--- src/rtl/boot_loader.sv ---
// boot_loader: byte-stream bootloader that sits between the UART receiver and the CPU.
// Parses a command / 16-bit count / payload protocol, assembles little-endian words and
// drives the CPU boot write port to fill instruction or data memory. Holds the CPU in
// boot mode from reset until a 'G' command is accepted.
//
// Optional feature: define BOOT_CHECKSUM_EN to expect one XOR checksum byte after every
// section. A mismatch sets the sticky boot_err flag and blocks release by 'G'.
//
// Ports:
//   clk          global clock
//   rst_n        synchronous active-low reset
//   rx_data      received byte, valid only with rx_vld
//   rx_vld       one-cycle strobe for rx_data, no backpressure
//   wdata_data   assembled word to write
//   wdata_addr   word address of the write (ADDRW+1 bits, I-mem range)
//   dst          [2] I-mem write enable, [1] D-mem write enable, [0] always 0
//   bootloading  1 while the CPU is held in boot mode
//   boot_err     sticky checksum error (tied 0 without BOOT_CHECKSUM_EN)
module boot_loader #(
   parameter int unsigned BITS  = 32,
   parameter int unsigned ADDRW = 14
) (
   input  logic             clk,
   input  logic             rst_n,
   input  logic [7:0]       rx_data,
   input  logic             rx_vld,
   output logic [BITS-1:0]  wdata_data,
   output logic [ADDRW:0]   wdata_addr,
   output logic [2:0]       dst,
   output logic             bootloading,
   output logic             boot_err
);

   localparam int unsigned NBytes = BITS / 8;
   localparam int unsigned IdxW   = (NBytes > 1) ? $clog2(NBytes) : 1;
   localparam logic [IdxW-1:0] LastIdx = IdxW'(NBytes - 1);

   localparam logic [7:0] CmdImem = 8'h49;
   localparam logic [7:0] CmdDmem = 8'h44;
   localparam logic [7:0] CmdGo   = 8'h47;

   typedef enum logic [2:0] {StIdle, StCntLo, StCntHi, StData, StCsum, StDone} state_e;

   // State entered once a section's last byte has been consumed.
`ifdef BOOT_CHECKSUM_EN
   localparam state_e SecEnd = StCsum;
`else
   localparam state_e SecEnd = StIdle;
`endif

   state_e state_q, state_d;

   logic            imem_q, imem_d;     // target = I-mem
   logic            dmem_q, dmem_d;     // target = D-mem
   logic [15:0]     cnt_q, cnt_d;       // words remaining
   logic [ADDRW:0]  addr_q, addr_d;
   logic [IdxW-1:0] idx_q, idx_d;       // byte index within the current word
   logic [BITS-1:0] word_q, word_d;
   logic [BITS-1:0] data_q, data_d;
   logic [ADDRW:0]  waddr_q, waddr_d;
   logic [2:0]      dst_q, dst_d;
   logic            boot_q, boot_d;
   logic            boot_err_q;

   logic [BITS-1:0] word_ins;           // current word with the incoming byte merged in
   logic [ADDRW:0]  addr_inc;
   logic            word_done;

`ifdef BOOT_CHECKSUM_EN
   logic [7:0] csum_q, csum_d;
   logic       boot_err_d;
`else
   assign boot_err_q = 1'b0;
`endif

   always_comb begin
      word_ins = word_q;
      word_ins[{idx_q, 3'b000} +: 8] = rx_data;
      addr_inc = addr_q + 1'b1;
      // D-mem is half the I-mem range: keep the upper address bit clear.
      if (dmem_q) begin
         addr_inc[ADDRW] = 1'b0;
      end
      word_done = rx_vld && (state_q == StData) && (idx_q == LastIdx);
   end

   // State register.
   always_ff @(posedge clk) begin
      if (!rst_n) begin
         state_q <= StIdle;
      end else begin
         state_q <= state_d;
      end
   end

   // Next-state logic.
   always_comb begin
      state_d = state_q;
      if (rx_vld) begin
         unique case (state_q)
            StIdle: begin
               if (rx_data == CmdImem || rx_data == CmdDmem) begin
                  state_d = StCntLo;
               end else if (rx_data == CmdGo && !boot_err_q) begin
                  state_d = StDone;
               end
            end
            StCntLo: state_d = StCntHi;
            StCntHi: state_d = ({rx_data, cnt_q[7:0]} == 16'd0) ? SecEnd : StData;
            StData: begin
               if (word_done && cnt_q == 16'd1) begin
                  state_d = SecEnd;
               end
            end
            StCsum:  state_d = StIdle;
            StDone:  state_d = StDone;
            default: state_d = StIdle;
         endcase
      end
   end

   // Datapath and registered-output next values.
   always_comb begin
      imem_d  = imem_q;
      dmem_d  = dmem_q;
      cnt_d   = cnt_q;
      addr_d  = addr_q;
      idx_d   = idx_q;
      word_d  = word_q;
      data_d  = data_q;
      waddr_d = waddr_q;
      dst_d   = 3'b000;
`ifdef BOOT_CHECKSUM_EN
      csum_d     = csum_q;
      boot_err_d = boot_err_q;
`endif
      if (rx_vld) begin
         unique case (state_q)
            StIdle: begin
               if (rx_data == CmdImem || rx_data == CmdDmem) begin
                  imem_d = (rx_data == CmdImem);
                  dmem_d = (rx_data == CmdDmem);
                  addr_d = '0;
                  idx_d  = '0;
`ifdef BOOT_CHECKSUM_EN
                  csum_d = rx_data;
`endif
               end
            end
            StCntLo: begin
               cnt_d[7:0] = rx_data;
               addr_d     = '0;
            end
            StCntHi: begin
               cnt_d[15:8] = rx_data;
               idx_d       = '0;
            end
            StData: begin
               if (idx_q == LastIdx) begin
                  idx_d   = '0;
                  cnt_d   = cnt_q - 16'd1;
                  data_d  = word_ins;
                  waddr_d = addr_q;
                  dst_d   = {imem_q, dmem_q, 1'b0};
                  addr_d  = addr_inc;
               end else begin
                  idx_d  = idx_q + IdxW'(1);
                  word_d = word_ins;
               end
            end
            StCsum: begin
`ifdef BOOT_CHECKSUM_EN
               if (rx_data != csum_q) begin
                  boot_err_d = 1'b1;
               end
`endif
            end
            default: ;
         endcase
`ifdef BOOT_CHECKSUM_EN
         if (state_q == StCntLo || state_q == StCntHi || state_q == StData) begin
            csum_d = csum_q ^ rx_data;
         end
`endif
      end
      boot_d = (state_d != StDone);
   end

   always_ff @(posedge clk) begin
      if (!rst_n) begin
         imem_q  <= 1'b0;
         dmem_q  <= 1'b0;
         cnt_q   <= '0;
         addr_q  <= '0;
         idx_q   <= '0;
         word_q  <= '0;
         data_q  <= '0;
         waddr_q <= '0;
         dst_q   <= 3'b000;
         boot_q  <= 1'b1;
      end else begin
         imem_q  <= imem_d;
         dmem_q  <= dmem_d;
         cnt_q   <= cnt_d;
         addr_q  <= addr_d;
         idx_q   <= idx_d;
         word_q  <= word_d;
         data_q  <= data_d;
         waddr_q <= waddr_d;
         dst_q   <= dst_d;
         boot_q  <= boot_d;
      end
   end

`ifdef BOOT_CHECKSUM_EN
   always_ff @(posedge clk) begin
      if (!rst_n) begin
         csum_q     <= '0;
         boot_err_q <= 1'b0;
      end else begin
         csum_q     <= csum_d;
         boot_err_q <= boot_err_d;
      end
   end
`endif

   assign wdata_data  = data_q;
   assign wdata_addr  = waddr_q;
   assign dst         = dst_q;
   assign bootloading = boot_q;
   assign boot_err    = boot_err_q;

endmodule

--- config.mk ---
export PLATFORM = sky130hd
export DESIGN_NAME = boot_loader
export DESIGN_NICKNAME = d
export VERILOG_FILES = /design/src/rtl/boot_loader.sv
export SDC_FILE = /design/constraint.sdc
export NUM_CORES = 1
export LEC_CHECK = 0
export ABC_AREA = 1
export BUFFER_PORTS_ARGS = -buffer_cell sky130_fd_sc_hd__buf_4
export CAP_MARGIN = 20
export CORE_UTILIZATION = 35
export CTS_BUF_LIST = sky130_fd_sc_hd__clkbuf_2 sky130_fd_sc_hd__clkbuf_4 sky130_fd_sc_hd__clkbuf_8
export DETAILED_ROUTE_END_ITERATION = 8
export PLACE_DENSITY = 0.58
export SKIP_LAST_GASP = 1
export SLEW_MARGIN = 25
export SYNTH_ARGS = -nofsm -noshare
export SYNTH_HDL_FRONTEND = slang
export SYNTH_SLANG_ARGS = --single-unit
--- constraint.sdc ---
create_clock -name clk -period 2.9 [get_ports clk]
set_clock_uncertainty 0.2 [all_clocks]
set_input_delay 0 -clock clk [delete_from_list [all_inputs] [get_ports clk]]
set_output_delay 0 -clock clk [all_outputs]
set_load 0.1 [all_outputs]
==> summary.txt <==
Total power divided by cell area - 453 nW/um2
Clock group share of total power - 41.3%
Placeable core region - 15,900 um2
Design area - 6740 um2
Post-synth EDFFs - 0
# hold bufs at CTS - 12
Most used DFF post-synth - sky130_fd_sc_hd__dfxtp_1
Warnings from Yosys - 0
Final setup violation count - 0
Insertion delay to the later sink of the worst-skew pair - 0.44 ns
Total power after layout - 3060 uW
HP Class - in -> reg
Number of storage elements in the synthesis netlist - 120
Number of nets in the layout - 882
Cells after synthesis - 803
Global-route wire length before repair - 24,200 um
Crit share post-route - 87.0%
Total Routing Usage GR - 18.3%
Post-CTS resize count - 0
Highest net fanout along the worst path - 11
Post-Route WL - 14,400 um
Number of buffers added for setup after CTS - 0
DRC violation total after the first TritonRoute iteration - 284
Power share of the sequential group - 54.0%
Congestion Overflow GR - 0
CTS tree - built
Via count normalized by instance count - 4.90
Effective utilization at floorplan - 35.9%
Number of levels in the clock H-tree - 4
Minimum clock period - 2.52 ns
Maximum clock frequency - 396 MHz
Arrival time at the worst endpoint - 2.69 ns
Synthesized area per cell - 7.11 um2
Max-slew violation total from the final report - 0
Length of the first detailed-routing pass in iterations - 5
Number of buffers created by CTS - 17
Fraction of synthesized cell area taken by the top area cell type - 42.1%
Antenna fix cells - 0
Antenna violations before repair - 0
Static power due to leakage - 0.00277 uW
Final number of hold-violating endpoints - 0
Slew at the pin closest to its max-slew limit - 0.575 ns
Die Area - 16,800 um2
Sequential fraction of the synthesis area - 42.1%
Endpoint required time on the critical path - 3.07 ns
Proportion of synthesized flip-flops having asynchronous set or reset - 0%
Final Instance Count excl. Fillers - 1,088
Placed wire-length estimate after detailed placement - 9920 um
Setup Crit Path Kind - in -> reg
Via count of the first global-routing pass - 4,919
Routed via count - 5,329
Number of inserted filler cells in the final layout - 1,732
Maximum number of pins on one net before global-route repair - 76
Inst Count DP - 1,046
Setup total negative slack - 0 ns
Number of I/O pins - 63
Total placed instance area - 6300 um2
Worst Setup End Kind - flop
Clk slew on worst S/H paths - 0.07 ns
Number of nets with antenna violations after detailed routing - 0
Switching share of total power - 24.7%
Synthesized area - 5710 um2
Cells taking the most area after synthesis - sky130_fd_sc_hd__dfxtp_1, sky130_fd_sc_hd__o21ai_0, sky130_fd_sc_hd__a21oi_1
CTS root buf - sky130_fd_sc_hd__clkbuf_8
Fraction of layout instances using a drive strength above 1 - 13.1%
Clk buf depth - 2
Outcome - finished clean
Die extent in x - 130 um
Logic gate share of total power - 4.7%
Number of unique standard cell types used by synthesis - 38
Internal cell power - 2300 uW
Max-cap violation count - 0
Overall die height - 130 um
Routed wire length per instance - 13.2 um
CTS sink cnt - 120
Final weighted congestion of routability-driven global placement - 0.825
Reported net switching power - 756 uW
Placement Rows - 46
Max VDD drop - 0.283 mV
Leading area contributor after synthesis - sky130_fd_sc_hd__dfxtp_1
Relative slew margins - 61.4%
Unrepaired setup endpoints after global routing - no
Type of origin of the critical path - primary input
Number of buffers inserted by port buffering - 60
Detailed-route DRC error count - 0
Area growth, synth to finish - 18.1%
[cell type report]
cell class              count  area [um2]  area share [%]
flip-flops and latches    120        2400            35.6
repair buffers             79         648            9.61
clock buffers              20         263            3.90
inverters                  92         345            5.12
well taps                 216         270            4.01
clock inverters            10        57.6           0.853
multi-input cells         551        2760            40.9
[layout by cell type (no fill, tap or decap), drive strengths merged, types with 16 or more instances in the layout]
master,netlist,final
nand3,30,30
dfxtp,120,120
nand2,124,124
a21oi,108,108
nor2,99,99
buf,21,67
inv,91,91
clkbuf,20,20
o21ai,113,113
o22ai,16,16
[cells by family (layout without fill, tap and decap cells)]
logic type | count (synthesis) | after routing | share of synthesized area [%]
simple gates | 275 | 275 | 21.0
buf+inv | 133 | 201 | 9.69
fa+ha+maj | 10 | 10 | 2.19
xor+xnor | 16 | 16 | 2.45
flops | 120 | 120 | 42.1
compound gates | 248 | 248 | 22.6
other cells | 1 | 2 | 0.0657
[worst max-delay path: stages]
cell and delay, ns:
sky130_fd_sc_hd__dlygate4sd3_1 0.54, sky130_fd_sc_hd__buf_4 0.17, sky130_fd_sc_hd__inv_1 0.16, sky130_fd_sc_hd__nand2_1 0.08, sky130_fd_sc_hd__dlygate4sd3_1 0.57, sky130_fd_sc_hd__nor2_1 0.11
sky130_fd_sc_hd__nand2_1 0.09, sky130_fd_sc_hd__nand2_1 0.09, sky130_fd_sc_hd__nand2_2 0.09, sky130_fd_sc_hd__a21boi_2 0.50, sky130_fd_sc_hd__nand2_1 0.12, sky130_fd_sc_hd__a21oi_1 0.16
[path summary, 6_finish.rpt]
check / startpoint / to / slack (ns) / depth (start not counted)
worst max-delay path: rx_data[2] / addr_q[13]$_SDFFE_PN0P_ / 0.38 / 12
worst max register to register: idx_q[0]$_SDFFE_PN0P_ / word_q[22]$_SDFFE_PN0P_ / 0.44 / 7
worst min-delay path: rx_vld / bootloading$_SDFF_PN1_ / 0.25 / 5
worst min register to register: dmem_q$_SDFFE_PN0P_ / dst[1]$_SDFF_PN0_ / 0.30 / 2
[routing by layer]
metal | routed length (um) | part of all wire [%] | GRT usage (%) | up-vias
li1 | - | - | - | 2766
met1 | 7460 | 52 | 25.9 | 2436
met2 | 6160 | 43 | 27.6 | 109
met3 | 583 | 4.1 | 4.14 | 18
met4 | 192 | 1.3 | 5.81 | 0
met5 | 0 | 0 | 0 | -
[power by group through the flow]
stage               registers (uW)  logic, uW  clock network [uW]
global placement              1690        132                   0
floorplan                     1690       86.8                   0
detailed placement            1690        131                   0
CTS                           1650        144                1310
finish                        1650        143                1260
global route                  1650        158                1370
[flip-flops by register name, summed over array words and instances (netlist names)]
| signal | flops |
|---|---|
| word_q | 32 |
| addr_q | 15 |
| cnt_q | 16 |
| idx_q | 2 |
| dmem_q | 1 |
| wdata_addr | 15 |
| bootloading | 1 |
| dst | 2 |
| imem_q | 1 |
| state_q | 3 |
| wdata_data | 32 |
[synth_stat cells, types with 4 or more instances]
master                     instances
sky130_fd_sc_hd__dfxtp_1         120
sky130_fd_sc_hd__nand2_1         120
sky130_fd_sc_hd__o21ai_0         110
sky130_fd_sc_hd__a21oi_1         108
sky130_fd_sc_hd__nor2_1           93
sky130_fd_sc_hd__inv_1            87
sky130_fd_sc_hd__nand3_1          29
sky130_fd_sc_hd__clkbuf_1         20
sky130_fd_sc_hd__o22ai_1          16
sky130_fd_sc_hd__xor2_1           11
sky130_fd_sc_hd__buf_2            10
sky130_fd_sc_hd__ha_1             10
sky130_fd_sc_hd__nand4_1           9
sky130_fd_sc_hd__nor3_1            9
sky130_fd_sc_hd__buf_4             7
sky130_fd_sc_hd__a31oi_1           6
sky130_fd_sc_hd__xnor2_1           5
sky130_fd_sc_hd__inv_2             4
[per-stage QoR]
step | worst slack, ns | hold slack, ns | utilization [%]
after CTS | 0.464 | 0.225 | 42.5
after detailed placement | 0.484 | 0.137 | 39.7
after floorplan | 0.769 | -0.0351 | -
after global routing | 0.156 | 0.269 | 42.5
final | 0.376 | 0.251 | 42.5
after global placement | 0.574 | 0.134 | 39.7
No activity file was read; power rests on OpenSTA's default activity.
